<file path="config.mk">
export PLATFORM = sky130hd
export DESIGN_NAME = riscv_csr_access_ctrl
export DESIGN_NICKNAME = d
export VERILOG_FILES = /design/src/rtl/riscv_csr_access_ctrl_pkg.sv /design/src/rtl/riscv_csr_access_ctrl_alu.sv /design/src/rtl/riscv_csr_access_ctrl.sv
export SDC_FILE = /design/constraint.sdc
export NUM_CORES = 1
export LEC_CHECK = 0
export ABC_AREA = 1
export CAP_MARGIN = 20
export CORE_MARGIN = 10
export CORE_UTILIZATION = 29
export DETAILED_ROUTE_END_ITERATION = 6
export PLACE_DENSITY = 0.67
export SLEW_MARGIN = 40
export SYNTH_ARGS = -nofsm -noshare
export SYNTH_HDL_FRONTEND = slang
export SYNTH_SLANG_ARGS = --single-unit
</file>
<file path="constraint.sdc">
create_clock -name clk -period 7.77 [get_ports clk]
set_input_delay 1.1655 -clock clk [delete_from_list [all_inputs] [get_ports clk]]
set_output_delay 1.1655 -clock clk [all_outputs]
set_load 0.01 [all_outputs]
</file>
<file path="src/rtl/riscv_csr_access_ctrl_pkg.sv">
// Shared CSR constants, opcode and FSM state encodings for the CSR access controller.
// Package riscv_constants; consumers use import riscv_constants::*.
package riscv_constants;

   typedef enum logic [2:0] {
      CSR_OP_NONE = 3'b000,
      CSR_OP_RW   = 3'b001,
      CSR_OP_RS   = 3'b010,
      CSR_OP_RC   = 3'b011,
      CSR_OP_RSV  = 3'b100,
      CSR_OP_RWI  = 3'b101,
      CSR_OP_RSI  = 3'b110,
      CSR_OP_RCI  = 3'b111
   } csr_op_e;

   localparam logic [11:0] CSR_MTVEC    = 12'h305;
   localparam logic [11:0] CSR_MEPC     = 12'h341;
   localparam logic [11:0] CSR_MCAUSE   = 12'h342;
   localparam logic [11:0] MRET_FUNCT12 = 12'h302;

   localparam int ECALL_M = 11;

   typedef enum logic [2:0] {
      S_IDLE,
      S_READ,
      S_WRITE,
      S_RESP,
      S_T_EPC,
      S_T_CAUSE,
      S_T_VEC,
      S_T_RET
   } csr_state_e;

   // The top two address bits equal to 2'b11 mark the read-only CSR space.
   function automatic logic csr_is_read_only(input logic [11:0] addr);
      return (addr[11:10] == 2'b11);
   endfunction

endpackage

</file>
<file path="src/rtl/riscv_csr_access_ctrl_alu.sv">
// Combinational read-modify-write datapath: computes the new CSR value and
// whether the instruction actually writes, flagging reserved opcodes.
module riscv_csr_alu
   import riscv_constants::*;
#(
   parameter int WORD_LENGTH = 32
) (
   input  csr_op_e                op,
   input  logic [WORD_LENGTH-1:0] old_value,
   input  logic [WORD_LENGTH-1:0] src,
   input  logic                   src_nz,
   output logic [WORD_LENGTH-1:0] new_value,
   output logic                   write_needed,
   output logic                   illegal
);

   logic [WORD_LENGTH-1:0] set_bits;
   logic [WORD_LENGTH-1:0] clr_bits;

   genvar gi;
   generate
      for (gi = 0; gi < WORD_LENGTH; gi++) begin : g_bit
         assign set_bits[gi] = old_value[gi] | src[gi];
         assign clr_bits[gi] = old_value[gi] & ~src[gi];
      end
   endgenerate

   always_comb begin
      new_value    = old_value;
      write_needed = 1'b0;
      illegal      = 1'b0;
      case (op)
         CSR_OP_RW, CSR_OP_RWI: begin
            new_value    = src;
            write_needed = 1'b1;
         end
         // Set/clear forms with a zero source are pure reads.
         CSR_OP_RS, CSR_OP_RSI: begin
            new_value    = set_bits;
            write_needed = src_nz;
         end
         CSR_OP_RC, CSR_OP_RCI: begin
            new_value    = clr_bits;
            write_needed = src_nz;
         end
         default: begin
            illegal = 1'b1;
         end
      endcase
   end

endmodule

</file>
<file path="src/rtl/riscv_csr_access_ctrl.sv">
// Sequences CSR read/modify/write and ECALL trap entry onto the CSR register file.
// Optional RISCV_CSR_MRET_EN adds MRET decode (op 000, addr 0x302) returning mepc as a redirect.
module riscv_csr_access_ctrl
   import riscv_constants::*;
#(
   parameter int WORD_LENGTH = 32,
   parameter int ADDR_W      = 12
) (
   input  logic                   clk,
   input  logic                   rst,
   input  logic                   req_valid,
   output logic                   req_ready,
   input  logic [2:0]             req_op,
   input  logic                   req_ecall,
   input  logic [ADDR_W-1:0]      req_addr,
   input  logic [WORD_LENGTH-1:0] req_src,
   input  logic                   req_src_nz,
   input  logic [WORD_LENGTH-1:0] req_pc,
   output logic                   rsp_valid,
   input  logic                   rsp_ready,
   output logic [WORD_LENGTH-1:0] rsp_rdata,
   output logic                   rsp_redirect,
   output logic [WORD_LENGTH-1:0] rsp_target,
   output logic                   rsp_illegal,
   output logic                   csr_we,
   output logic [WORD_LENGTH-1:0] csr_addr,
   output logic [WORD_LENGTH-1:0] csr_wdata,
   input  logic [WORD_LENGTH-1:0] csr_rdata
);

   csr_state_e             state_reg;
   logic                   req_ready_reg;
   csr_op_e                op_reg;
   logic [ADDR_W-1:0]      addr_reg;
   logic [WORD_LENGTH-1:0] src_reg;
   logic                   src_nz_reg;

   logic                   rsp_valid_reg;
   logic [WORD_LENGTH-1:0] rsp_rdata_reg;
   logic                   rsp_redirect_reg;
   logic [WORD_LENGTH-1:0] rsp_target_reg;
   logic                   rsp_illegal_reg;
   logic                   csr_we_reg;
   logic [WORD_LENGTH-1:0] csr_addr_reg;
   logic [WORD_LENGTH-1:0] csr_wdata_reg;

   logic [WORD_LENGTH-1:0] alu_new;
   logic                   alu_write_needed;
   logic                   alu_illegal;
   logic                   illegal_full;
   logic                   accept;
   logic                   is_mret;

   riscv_csr_alu #(
      .WORD_LENGTH (WORD_LENGTH)
   ) u_alu (
      .op           (op_reg),
      .old_value    (csr_rdata),
      .src          (src_reg),
      .src_nz       (src_nz_reg),
      .new_value    (alu_new),
      .write_needed (alu_write_needed),
      .illegal      (alu_illegal)
   );

   assign accept = req_valid && req_ready_reg;

`ifdef RISCV_CSR_MRET_EN
   assign is_mret = (req_op == 3'b000) && !req_ecall && (req_addr == ADDR_W'(MRET_FUNCT12));
`else
   assign is_mret = 1'b0;
`endif

   // A write into read-only space is only an error if a write would actually happen.
   assign illegal_full = alu_illegal ||
                         (alu_write_needed && csr_is_read_only(addr_reg[11:0]));

   always_ff @(posedge clk or posedge rst) begin
      if (rst) begin
         state_reg        <= S_IDLE;
         req_ready_reg    <= 1'b0;
         op_reg           <= CSR_OP_NONE;
         addr_reg         <= '0;
         src_reg          <= '0;
         src_nz_reg       <= 1'b0;
         rsp_valid_reg    <= 1'b0;
         rsp_rdata_reg    <= '0;
         rsp_redirect_reg <= 1'b0;
         rsp_target_reg   <= '0;
         rsp_illegal_reg  <= 1'b0;
         csr_we_reg       <= 1'b0;
         csr_addr_reg     <= '0;
         csr_wdata_reg    <= '0;
      end else begin
         csr_we_reg <= 1'b0;
         case (state_reg)
            S_IDLE: begin
               if (accept) begin
                  req_ready_reg <= 1'b0;
                  op_reg        <= csr_op_e'(req_op);
                  addr_reg      <= req_addr;
                  src_reg       <= req_src;
                  src_nz_reg    <= req_src_nz;
                  if (req_ecall) begin
                     state_reg     <= S_T_EPC;
                     csr_addr_reg  <= WORD_LENGTH'(CSR_MEPC);
                     csr_wdata_reg <= req_pc;
                     csr_we_reg    <= 1'b1;
                  end else if (is_mret) begin
                     state_reg    <= S_T_RET;
                     csr_addr_reg <= WORD_LENGTH'(CSR_MEPC);
                  end else begin
                     state_reg    <= S_READ;
                     csr_addr_reg <= WORD_LENGTH'(req_addr);
                  end
               end else begin
                  req_ready_reg <= 1'b1;
               end
            end
            // Old value and the write beat are both taken from this cycle's read data.
            S_READ: begin
               state_reg        <= S_WRITE;
               rsp_rdata_reg    <= csr_rdata;
               rsp_illegal_reg  <= illegal_full;
               rsp_redirect_reg <= 1'b0;
               rsp_target_reg   <= '0;
               csr_wdata_reg    <= alu_new;
               csr_we_reg       <= alu_write_needed && !illegal_full;
            end
            S_WRITE: begin
               state_reg     <= S_RESP;
               rsp_valid_reg <= 1'b1;
            end
            S_T_EPC: begin
               state_reg     <= S_T_CAUSE;
               csr_addr_reg  <= WORD_LENGTH'(CSR_MCAUSE);
               csr_wdata_reg <= WORD_LENGTH'(ECALL_M);
               csr_we_reg    <= 1'b1;
            end
            S_T_CAUSE: begin
               state_reg     <= S_T_VEC;
               csr_addr_reg  <= WORD_LENGTH'(CSR_MTVEC);
               csr_wdata_reg <= '0;
            end
            // Direct mode only: mode bits of mtvec are dropped from the target.
            S_T_VEC: begin
               state_reg        <= S_RESP;
               rsp_valid_reg    <= 1'b1;
               rsp_rdata_reg    <= '0;
               rsp_redirect_reg <= 1'b1;
               rsp_target_reg   <= {csr_rdata[WORD_LENGTH-1:2], 2'b00};
               rsp_illegal_reg  <= 1'b0;
            end
            S_T_RET: begin
               state_reg        <= S_RESP;
               rsp_valid_reg    <= 1'b1;
               rsp_rdata_reg    <= '0;
               rsp_redirect_reg <= 1'b1;
               rsp_target_reg   <= csr_rdata;
               rsp_illegal_reg  <= 1'b0;
            end
            S_RESP: begin
               if (rsp_ready) begin
                  state_reg     <= S_IDLE;
                  rsp_valid_reg <= 1'b0;
                  req_ready_reg <= 1'b1;
               end
            end
            default: begin
               state_reg <= S_IDLE;
            end
         endcase
      end
   end

   assign req_ready    = req_ready_reg;
   assign rsp_valid    = rsp_valid_reg;
   assign rsp_rdata    = rsp_rdata_reg;
   assign rsp_redirect = rsp_redirect_reg;
   assign rsp_target   = rsp_target_reg;
   assign rsp_illegal  = rsp_illegal_reg;
   assign csr_we       = csr_we_reg;
   assign csr_addr     = csr_addr_reg;
   assign csr_wdata    = csr_wdata_reg;

endmodule

</file>
Yosys cells after proc, flatten, opt, wreduce, memory -nomap -nowiden
Index checks and enable logic that the tools add are counted.

word-level totals
  bits in registers = 184
  latch bits = 0
  memory bits (writable) = 0
  bits in read-only memories = 0
  bits of input ports = 117
  output and inout port bits = 133
  logic and storage cells = 177
  memories kept = 0

cells by class
  $add $sub $neg = 0
  multiply operators = 0
  divide/modulo/power cells = 0
  order comparisons = 0
  equality and inequality tests = 17
  shift operators = 0
  muxes and demuxes = 25
  bitwise logic cells = 96
  reductions and logical operators = 25

operators by type and width
  cell                count
  $pmux 32 s3         3
  $pmux 32 s4         1
  $mux 32             3
  $pmux 32 s2         1
  $and 1x1->1         32
  $not 1->1           32
  $or 1x1->1          32
  $eq 3x3->1 const B  7
  $pmux 3 s6          1
  $eq 3x2->1 const B  4
  $mux 12             1
  $pmux 1 s2          5
  $reduce_and 2->1    5
  $mux 3              3
  $reduce_or 2->1     4
  $eq 3x1->1 const B  2
  $mux 1              6
  $ne 2x2->1 const B  3
  $reduce_bool 2->1   3
  $reduce_bool 3->1   2
  $reduce_or 6->1     1
  $reduce_bool 4->1   1
  $reduce_or 4->1     1
  $logic_and 1x1->1   3
  7 further kinds     7

Longest topological paths before layout
Gate-level depths: netlist of the first run.

  word-level depth = 8
  gate-level depth with buffers = 11
  gate-level depth less buffers = 9

Cells and area by module
Synthesis of the first run repeated with hierarchy kept, for this count alone.

second synthesis, totals
  cells, all modules = 1000
  area, all modules = 7634.8 um^2

modules (own cells, without submodules)
  module                 times used  cells each  area an instance (um^2)  sequential area each (um^2)
  riscv_csr_access_ctrl  1           787         6693.9                   3853.7
  riscv_csr_alu          1           213         940.9                    0.0

Least setup slack after synthesis of the first run
No wires, ideal clock.

  path kind = input to register
  from = in req_valid
  to = reg src_reg[0]
  library setup time = 0.116 ns
  arrival time = 1.896 ns
  required time = 7.654 ns
  setup slack = 5.757 ns
  cell stages on the path = 7
  buffers on the path = 2
  cell sequence = nand2_1 nor2_4 inv_2 buf_2 buf_4 nand2_1 nand2_1

between the ends
  cells in the longest elaborated chain, start to end = 2

ends and longest elaborated chain
  what                               line                          source
  start: declaration                 riscv_csr_access_ctrl.sv:11   input logic req_valid,
  $logic_and 1x1->1                  riscv_csr_access_ctrl.sv:66   assign accept = req_valid && req_ready_reg;
  $reduce_and 2->1 (no source line)  --
  end signal: assignment             riscv_csr_access_ctrl.sv:102  src_reg <= req_src;
  end: declaration                   riscv_csr_access_ctrl.sv:35   logic [WORD_LENGTH-1:0] src_reg;

Every way passes these cells.
A chain may end at the register's enable or synchronous reset.

Worst setup path in the final report of the first run
  from = in req_valid
  to = reg csr_addr_reg[4], in the netlist csr_addr[4]

between the ends
  cells in the longest elaborated chain, start to end = 3

ends and longest elaborated chain
  what                               line                          source
  $logic_and 1x1->1                  riscv_csr_access_ctrl.sv:66
  $ne 2x2->1 (no source line)        --
  $reduce_and 2->1 (no source line)  --
  end signal: assignment             riscv_csr_access_ctrl.sv:106  csr_addr_reg <= WORD_LENGTH'(CSR_MEPC);
  end signal: assignment             riscv_csr_access_ctrl.sv:111  csr_addr_reg <= WORD_LENGTH'(CSR_MEPC);
  end signal: assignment             riscv_csr_access_ctrl.sv:114  csr_addr_reg <= WORD_LENGTH'(req_addr);
  end: declaration                   riscv_csr_access_ctrl.sv:44   logic [WORD_LENGTH-1:0] csr_addr_reg;

Every way passes these cells.

==> metrics.csv, run 1 <==
stage,metric,value,unit
hold_path,worst hold path class,register to register,
timing,Highest Clock Rate,0.309,GHz
worst_setup_path,CP max FO,39,
timing,final worst slack,4530,ps
worst_setup_path,slowest CP cell,nand2_1,
timing,setup tns final,0,ps
grt,vias in the first global route,6349,
detailed_routing,drt pass-1 iters,5,
timing,skew final,7.56,ps
placed_design,PortBufs,228,
timing,unrepaired setup endpoints after global routing,false,
timing,Max-slew headroom,48.8,%
timing,Final Slew Violations,0,
timing,Tmin final,3240,ps
grt,first-pass GRT wire length,38300,um
synth,register area share after synthesis,54.7,%
die,Die Ht,175,um
cells_and_area,fillers,2401,
timing,Final period util,41.7,%
synth,top-area cell type share of the netlist area,54.7,%
hold_path,hold path endpoint,rsp_redirect,
detailed_routing,final wirelength,24600,um
cells_and_area,"commonest cells after routing, fill and taps aside","nand2_1 (275), clkdlybuf4s50_1 (228), dfrtp_1 (153)",
clocking,Longest Clk Path Bufs,2,
worst_setup_path,crit end category,register,
cells_and_area,share of cells above drive strength 1,5.65,%
detailed_routing,DRC Markers,0,
clocking,# resized after CTS,0,
clocking,CTS Hold Bufs,0,
placed_design,area of placed instances,9500,sq um
pwr,pwr/cell area,414,nW/um^2
detailed_routing,Post-DRT Antenna Nets,0,
clocking,Setup Buffers After CTS,0,
placed_design,"worst slack, placed",4090,ps
die,Die ar.,30800,sq um
synth,"FF+latch count, synth",153,
clocking,CTS buffer count,17,
synth,Mean Syn Cell Area,8.11,sq um
worst_setup_path,worst reg2reg endpoint,csr_addr[4],
detailed_routing,Avg WL per Cell,17.6,um
synth,mux cell area share after synthesis,0,%
clocking,CTS sink count,153,
pwr,P_leak,0.00468,uW
grt,initial antenna violation count,1,
cells_and_area,diode count,0,
grt,largest net degree at the start of global routing,102,
worst_setup_path,cells along the critical path,"clkdlybuf4s50_1, nand2_1, nor2_4, buf_8, inv_2, nand2_1, nor2_1, a21oi_1",
synth,synth top area cells,"dfrtp_1 (55%), nand2_1 (15%), nand3_1 (7.6%), a21oi_1 (5.1%), o21ai_0 (5.0%)",
synth,Synth Area in Compound Gates,10.5,%
worst_setup_path,worst-case reg-to-reg path depth,8,
worst_setup_path,CP Launch Type,primary input,
grt,Global Route Usage Sum,15.8,%
synth,largest family of logic cells by synthesized area,simple AND/OR/NAND/NOR gates,
synth,Synth area leader,dfrtp_1,
clocking,clock slew seen by the registers of the worst setup and hold paths,60,ps
hold_path,hold wc startpoint,rsp_redirect,
worst_setup_path,Worst path most repeated cell,nand2_1,
synth,Synth warnings,0,
timing,Hold Worst Slack,473,ps
cells_and_area,fin nets,1184,
timing,final setup vio count,0,
run_status,status,"complete, no violations",
synth,Post-Syn Area,7000,sq um
synth,Syn Inst Count,863,
worst_setup_path,Worst EP required,8040,ps
timing,Slew @ Worst Pin,768,ps
timing,hold violation count in the final report,0,
worst_setup_path,CP arrival,3510,ps
grt,GR Overflow Total,0,
clocking,worst skew pair latency,420,ps
worst_setup_path,worst reg2reg setup slack,5010,ps
clocking,CTS tree,done,
detailed_routing,1st-iter DRT viols,503,
placed_design,GP Congestion,0.791,
job,Max Cap Viol,0,
die,core area,23600,sq um
worst_setup_path,Setup Crit Path Kind,primary input to register,
die,die span in x,175,um
synth,Post-Synth Adder-Cell Area,0,%
cells_and_area,Layout area overhead,44.3,%
synth,xor/xnor share of the synthesized area,0,%
detailed_routing,vias post-DR,6494,
die,Starting Density,29.7,%
worst_setup_path,r2r startpoint,state_reg[2],
clocking,H-tree Lvls,4,
placed_design,Detail Placement HPWL,17800,um
die,IO Pins,250,
synth,unique cell type count in the Yosys netlist,26,
worst_setup_path,Worst path max stage delay,620,ps
die,row count,56,
detailed_routing,drt via density,4.64,
clocking,Root Buffer,clkbuf_16,
pwr,Max rail drop VDD,0.178,mV
synth,Synth Area in Simple Gates,26.3,%
cells_and_area,cell area after layout,10100,sq um
hold_path,hold path depth,2,
cells_and_area,"most common cell after layout, fill and taps aside",nand2_1,
[worst max-delay path by stage]
stage / start / to / slack (ps)
after floorplan: rst / addr_reg[10] / 2480
after global placement: req_valid / csr_addr[10] / 3530
after detailed placement: req_valid / csr_addr[4] / 4090
after CTS: req_valid / csr_addr[4] / 4540
after global routing: req_valid / csr_addr[2] / 4260
final: req_valid / csr_addr[4] / 4530
[per-layer routing]
layer	global-route usage [%]	up-vias	wire, um
met3	5.28	20	1890
met4	3.89	2	335
met5	0	-	20
met1	20.4	3092	11000
met2	25.1	224	11400
li1	-	3156	-
[stage by stage]
step                std cells  power, uW  utilization (%)
CTS                      1399       4240             42.8
global route             1399       4510             42.8
floorplan                 882       2420                -
finish                   1399       4180             42.8
detailed placement       1367       3350             40.3
global placement         1364       3280             39.9
[area by class of cell]
type,count,area [sq um],share of cell area [%]
repair buffers,237,2380,23.6
multi-input cells,606,2690,26.6
clock inverters,14,173,1.71
well taps,319,399,3.95
clock buffers,18,429,4.25
flip-flops and latches,153,3830,37.9
inverters,52,205,2.03
[synthesized netlist by cell type, drive strengths merged]
library cell  number
nor3               1
a32oi              1
o21ai             72
a21oi             72
clkbuf            18
nor2              48
inv               52
dfrtp            153
conb               1
nand2            280
nand3            108
buf               53
o21bai             1
or2                3
[cell families (layout without fill, tap and decap cells)]
group	count (synthesis)	after routing
flip-flops	153	153
AND/OR/NAND/NOR	440	440
AO/OA/AOI/OAI	146	146
other	1	20
buffers and inverters	123	321
[worst max-delay path: cells and delay by family]
family | cells | cell delay [ps]
compound gates | 1 | 60
buf+inv | 3 | 1120
simple gates | 4 | 1100
[power breakdown]
group          leakage [uW]  internal (uW)  switching (uW)
clock network      0.000279            508             359
registers           0.00189           1160             223
logic               0.00251            844            1090
total               0.00468           2510            1670
No activity file was read; power rests on OpenSTA's default activity.
==> inputs of run 2 (changes only) <==
--- a/config.mk
+++ b/config.mk
@@ -10,7 +10,7 @@
 export CORE_MARGIN = 10
 export CORE_UTILIZATION = 29
 export DETAILED_ROUTE_END_ITERATION = 6
-export PLACE_DENSITY = 0.67
+export PLACE_DENSITY = 0.69
 export SLEW_MARGIN = 40
 export SYNTH_ARGS = -nofsm -noshare
 export SYNTH_HDL_FRONTEND = slang
==> constraint.sdc (replaced) <==
create_clock -name clk -period 2.8 [get_ports clk]
set_input_delay 0.42 -clock clk [delete_from_list [all_inputs] [get_ports clk]]
set_output_delay 0.42 -clock clk [all_outputs]
set_load 0.01 [all_outputs]
==> metrics.csv, run 2 (synthesis results as in run 1) <==
stage,metric,value,unit
grt,initial antenna violation count,0,
clocking,Setup Buffers After CTS,0,
die,Starting Density,29.7,%
timing,final setup vio count,0,
pwr,Max rail drop VDD,0.667,mV
timing,Slew @ Worst Pin,637,ps
cells_and_area,diode count,0,
pwr,P_leak,0.00472,uW
cells_and_area,Layout area overhead,44.9,%
detailed_routing,final wirelength,24300,um
timing,setup tns final,0,ps
clocking,CTS Hold Bufs,0,
die,Die ar.,30800,sq um
placed_design,area of placed instances,9540,sq um
cells_and_area,area of the multi-input gates,2680,sq um
die,die span in x,175,um
die,core area,23600,sq um
cells_and_area,fin util,43.0,%
grt,Global Route Usage Sum,15.6,%
cells_and_area,cell area after layout,10100,sq um
clocking,CTS buffer count,17,
die,row count,56,
cells_and_area,"commonest cells after routing, fill and taps aside","nand2_1 (275), clkdlybuf4s50_1 (228), dfrtp_1 (153)",
timing,final worst slack,780,ps
clocking,CTS tree,done,
run_status,status,"complete, no violations",
worst_setup_path,CP arrival,2350,ps
timing,hold violation count in the final report,0,
clocking,# resized after CTS,0,
clocking,Longest Clk Path Bufs,2,
placed_design,GP Congestion,0.810,
hold_path,worst hold path class,primary input to asynchronous set/reset pin,
detailed_routing,Post-DRT Antenna Nets,0,
worst_setup_path,CP max FO,97,
worst_setup_path,Setup Crit Path Kind,register to register,
worst_setup_path,CP Launch Type,register,
worst_setup_path,Worst path max stage delay,610,ps
grt,vias in the first global route,6498,
detailed_routing,drt via density,4.60,
detailed_routing,DRC Markers,0,
worst_setup_path,crit end category,register,
timing,Final period util,72.1,%
clocking,Root Buffer,clkbuf_16,
detailed_routing,vias post-DR,6455,
die,IO Pins,250,
timing,Highest Clock Rate,0.495,GHz
clocking,worst skew pair latency,420,ps
placed_design,"worst slack, placed",573,ps
timing,Final Slew Violations,0,
die,Die Ht,175,um
worst_setup_path,cells along the critical path,"inv_2, nand2_2, inv_4, nand2_4, buf_6, nand3_1, o21ai_0",
cells_and_area,fillers,2353,
clocking,H-tree Lvls,4,
grt,first-pass GRT wire length,37900,um
job,Max Cap Viol,0,
cells_and_area,"most common cell after layout, fill and taps aside",nand2_1,
detailed_routing,Avg WL per Cell,17.3,um
timing,Tmin final,2020,ps
grt,largest net degree at the start of global routing,98,
placed_design,DP Cell Count,1372,
clocking,CTS sink count,153,
grt,GR Overflow Total,0,
cells_and_area,share of cells above drive strength 1,6.00,%
worst_setup_path,Worst EP required,3130,ps
timing,Max-slew headroom,57.4,%
clocking,clock slew seen by the registers of the worst setup and hold paths,60,ps
detailed_routing,1st-iter DRT viols,457,
cells_and_area,register area,3830,sq um
timing,unrepaired setup endpoints after global routing,false,
cells_and_area,fin nets,1189,
cells_and_area,Final Non-Filler Cells,1403,
detailed_routing,drt pass-1 iters,5,
worst_setup_path,slowest CP cell,dfrtp_1,
placed_design,PortBufs,228,
timing,skew final,8.54,ps
pwr,pwr/cell area,1140,nW/um^2
placed_design,Detail Placement HPWL,18000,um
[run 2: cell types whose count changed in the layout (fill, tap and decap cells not counted), moves of 2 or more]
cell and change:
clkbuf_8 +2, buf_12 +4, clkinv_2 +2, buf_8 -2, clkinvlp_4 -3, buf_4 +3
[run 2: final timing paths]
check                              from            end  slack (ps)  cells past startpoint
setup / recovery           state_reg[2]  rsp_rdata[23]         780                      7
hold / removal                      rst   csr_wdata[6]         330                      2
setup reg to reg           state_reg[2]  rsp_rdata[23]         780                      7
hold reg to reg            addr_reg[10]   addr_reg[10]         470                      2
max in group asynchronous           rst  rsp_rdata[23]        1870                      3
min in group clk           addr_reg[10]   addr_reg[10]         470                      2
[run 2: cell type report]
class / count / share of cell area, %
Multi-Input combinational cell: 606 / 26.4
Timing Repair Buffer: 242 / 24.1
Clock buffer: 20 / 4.50
Inverter: 52 / 1.98
Sequential cell: 153 / 37.7
Clock inverter: 11 / 1.42
Tap cell: 319 / 3.93
[run 2: stage by stage]
step	total power [uW]	hold WS (ps)
finish	11600	330
global route	12500	339
CTS	11700	327
detailed placement	9310	460
floorplan	6720	442
global placement	9160	452
[run 2: where the power goes]
part	switching (uW)	internal (uW)
Sequential	631	3220
Combinational	2990	2380
Clock	931	1450
Total	4560	7040
[run 2: worst max-delay path: cells and delay by family, from the launching register on]
family | cells | cell delay [ps]
buf+inv | 3 | 750
simple gates | 3 | 380
compound gates | 1 | 120
flops | 1 | 610
[run 2: layer usage]
layer	routed length [um]	vias up	track usage, %	part of all wire, %
met3	1890	17	5.64	7.8
li1	-	3151	-	-
met4	276	0	3.07	1.1
met2	11600	206	25.6	48
met5	0	-	0	0
met1	10600	3081	19.4	43
==> inputs of run 3 (changes only) <==
--- a/config.mk
+++ b/config.mk
@@ -10,7 +10,7 @@
 export CORE_MARGIN = 10
 export CORE_UTILIZATION = 29
 export DETAILED_ROUTE_END_ITERATION = 6
-export PLACE_DENSITY = 0.69
+export PLACE_DENSITY = 0.67
 export SLEW_MARGIN = 40
 export SYNTH_ARGS = -nofsm -noshare
 export SYNTH_HDL_FRONTEND = slang
==> constraint.sdc (replaced) <==
create_clock -name clk -period 2.1 [get_ports clk]
set_input_delay 0.315 -clock clk [delete_from_list [all_inputs] [get_ports clk]]
set_output_delay 0.315 -clock clk [all_outputs]
set_load 0.01 [all_outputs]
==> metrics.csv, run 3 (synthesis results as in run 1) <==
stage,metric,value,unit
detailed_routing,drt pass-1 iters,5,
cells_and_area,fin util,43.7,%
detailed_routing,1st-iter DRT viols,430,
cells_and_area,fillers,2346,
cells_and_area,Layout area overhead,47.4,%
clocking,# resized after CTS,0,
detailed_routing,DRC Markers,0,
pwr,sequential power share,32.8,%
clocking,CTS buffer count,17,
grt,met2 Use GR,25.8,%
grt,initial antenna violation count,3,
die,IO Pins,250,
grt,first-pass GRT wire length,38200,um
grt,GR peak layer,met2,
cells_and_area,fin nets,1204,
timing,skew final,7.75,ps
placed_design,GP Congestion,0.807,
timing,Slew @ Worst Pin,652,ps
pwr,P_int,9420,uW
pwr,P_leak,0.00482,uW
worst_setup_path,crit end category,register,
pwr,combinational power share,47.1,%
grt,Global Route Usage Sum,15.9,%
detailed_routing,vias post-DR,6504,
placed_design,PortBufs,228,
die,row count,56,
cells_and_area,"commonest cells after routing, fill and taps aside","nand2_1 (275), clkdlybuf4s50_1 (228), dfrtp_1 (153)",
clocking,CTS tree,done,
pwr,Net Sw Power,6190,uW
clocking,CTS sink count,153,
placed_design,Detail Placement HPWL,19000,um
detailed_routing,Post-DRT Antenna Nets,0,
die,core area,23600,sq um
timing,hold violation count in the final report,0,
timing,Hold Worst Slack,342,ps
worst_setup_path,CP arrival,2020,ps
timing,Max-slew headroom,56.4,%
detailed_routing,drt via density,4.58,
cells_and_area,"most common cell after layout, fill and taps aside",nand2_1,
placed_design,DP Cell Count,1387,
clocking,Root Buffer,clkbuf_16,
worst_setup_path,CP Launch Type,register,
clocking,H-tree Lvls,4,
worst_setup_path,Worst EP required,2410,ps
job,Max Cap Viol,0,
pwr,Clock power frac,20.2,%
grt,vias in the first global route,6506,
detailed_routing,Avg WL per Cell,17.5,um
clocking,Longest Clk Path Bufs,2,
clocking,Setup Buffers After CTS,0,
run_status,status,"complete, no violations",
timing,Tmin final,1710,ps
pwr,pwr/cell area,1510,nW/um^2
die,Die ar.,30800,sq um
clocking,CTS Hold Bufs,0,
die,Die Ht,175,um
die,die span in x,175,um
cells_and_area,share of cells above drive strength 1,7.45,%
die,Starting Density,29.7,%
timing,unrepaired setup endpoints after global routing,false,
clocking,worst skew pair latency,410,ps
detailed_routing,final wirelength,24900,um
timing,Final Slew Violations,0,
grt,largest net degree at the start of global routing,40,
worst_setup_path,CP max FO,33,
clocking,clock slew seen by the registers of the worst setup and hold paths,70,ps
cells_and_area,Final Non-Filler Cells,1421,
grt,met1 usage,19.7,%
worst_setup_path,Setup Crit Path Kind,register to register,
hold_path,worst hold path class,primary input to asynchronous set/reset pin,
timing,Final period util,81.5,%
grt,GR Overflow Total,0,
pwr,Switching Fraction,39.7,%
grt,met3 Resource Use GR,5.49,%
timing,final setup vio count,0,
pwr,Max rail drop VDD,0.684,mV
timing,Highest Clock Rate,0.584,GHz
run 3: cell types whose count changed in the layout (fill, tap and decap cells not counted), moves of 2 or more:
cell,previous run,this run
buf_12,4,9
clkinv_4,1,3
buf_4,9,19
clkinv_2,4,1
diode_2,0,2
inv_6,2,5
run 3: final timing paths:
| kind | startpoint | slack, ps | depth (start not counted) | end |
|---|---|---|---|---|
| worst max-delay path | state_reg[2] | 390 | 9 | csr_wdata[1] |
| max in group asynchronous | rst | 1180 | 3 | rsp_illegal |
| min in group clk | req_src[30] | 430 | 3 | src_reg[30] |
| worst min-delay path | rst | 340 | 2 | csr_wdata[7] |
| worst min register to register | addr_reg[10] | 470 | 2 | addr_reg[10] |
| worst max register to register | state_reg[2] | 390 | 9 | csr_wdata[1] |
run 3: cell type report:
cell class | count | area, sq um | share of cell area (%)
antenna | 2 | 5.00 | 0.0485
clock buffer | 18 | 439 | 4.25
inverter | 52 | 201 | 1.95
clock inverter | 14 | 161 | 1.56
timing repair buffer | 257 | 2620 | 25.4
tap | 319 | 399 | 3.87
sequential | 153 | 3830 | 37.1
multi-input combinational | 606 | 2670 | 25.9
run 3: worst max-delay path, cell delays in order, from the launching register on:
cell	delay [ps]
dfrtp_1	560
inv_2	100
nand2_2	120
inv_4	50
nand2_4	290
inv_1	180
nand2_1	110
nand3_1	80
nand2_1	80
inv_1	40
run 3: power by group through the flow:
stage,Combinational [uW],Sequential (uW),Clock [uW]
after floorplan,3480,5490,0
after global routing,8190,5310,3350
final,7350,5110,3150
after CTS,7500,5120,3230
after global placement,7320,5100,0
after detailed placement,7480,5160,0
run 3: per-stage QoR:
step           area (sq um)  TNS [ps]  setup slack (ps)  power [uW]
3_3_place_gp           9700         0               260       12400
5_1_grt               10300         0               222       16800
2_1_floorplan          7080    -22330              -146        8960
4_1_cts               10300         0               358       15800
3_5_place_dp           9720         0               208       12600
6_report              10300         0               388       15600
run 3: layer usage:
layer	up-vias	share of wire [%]
li1	3184	-
met1	3086	44
met2	213	46
met3	19	7.7
met4	2	1.4
met5	-	0.052
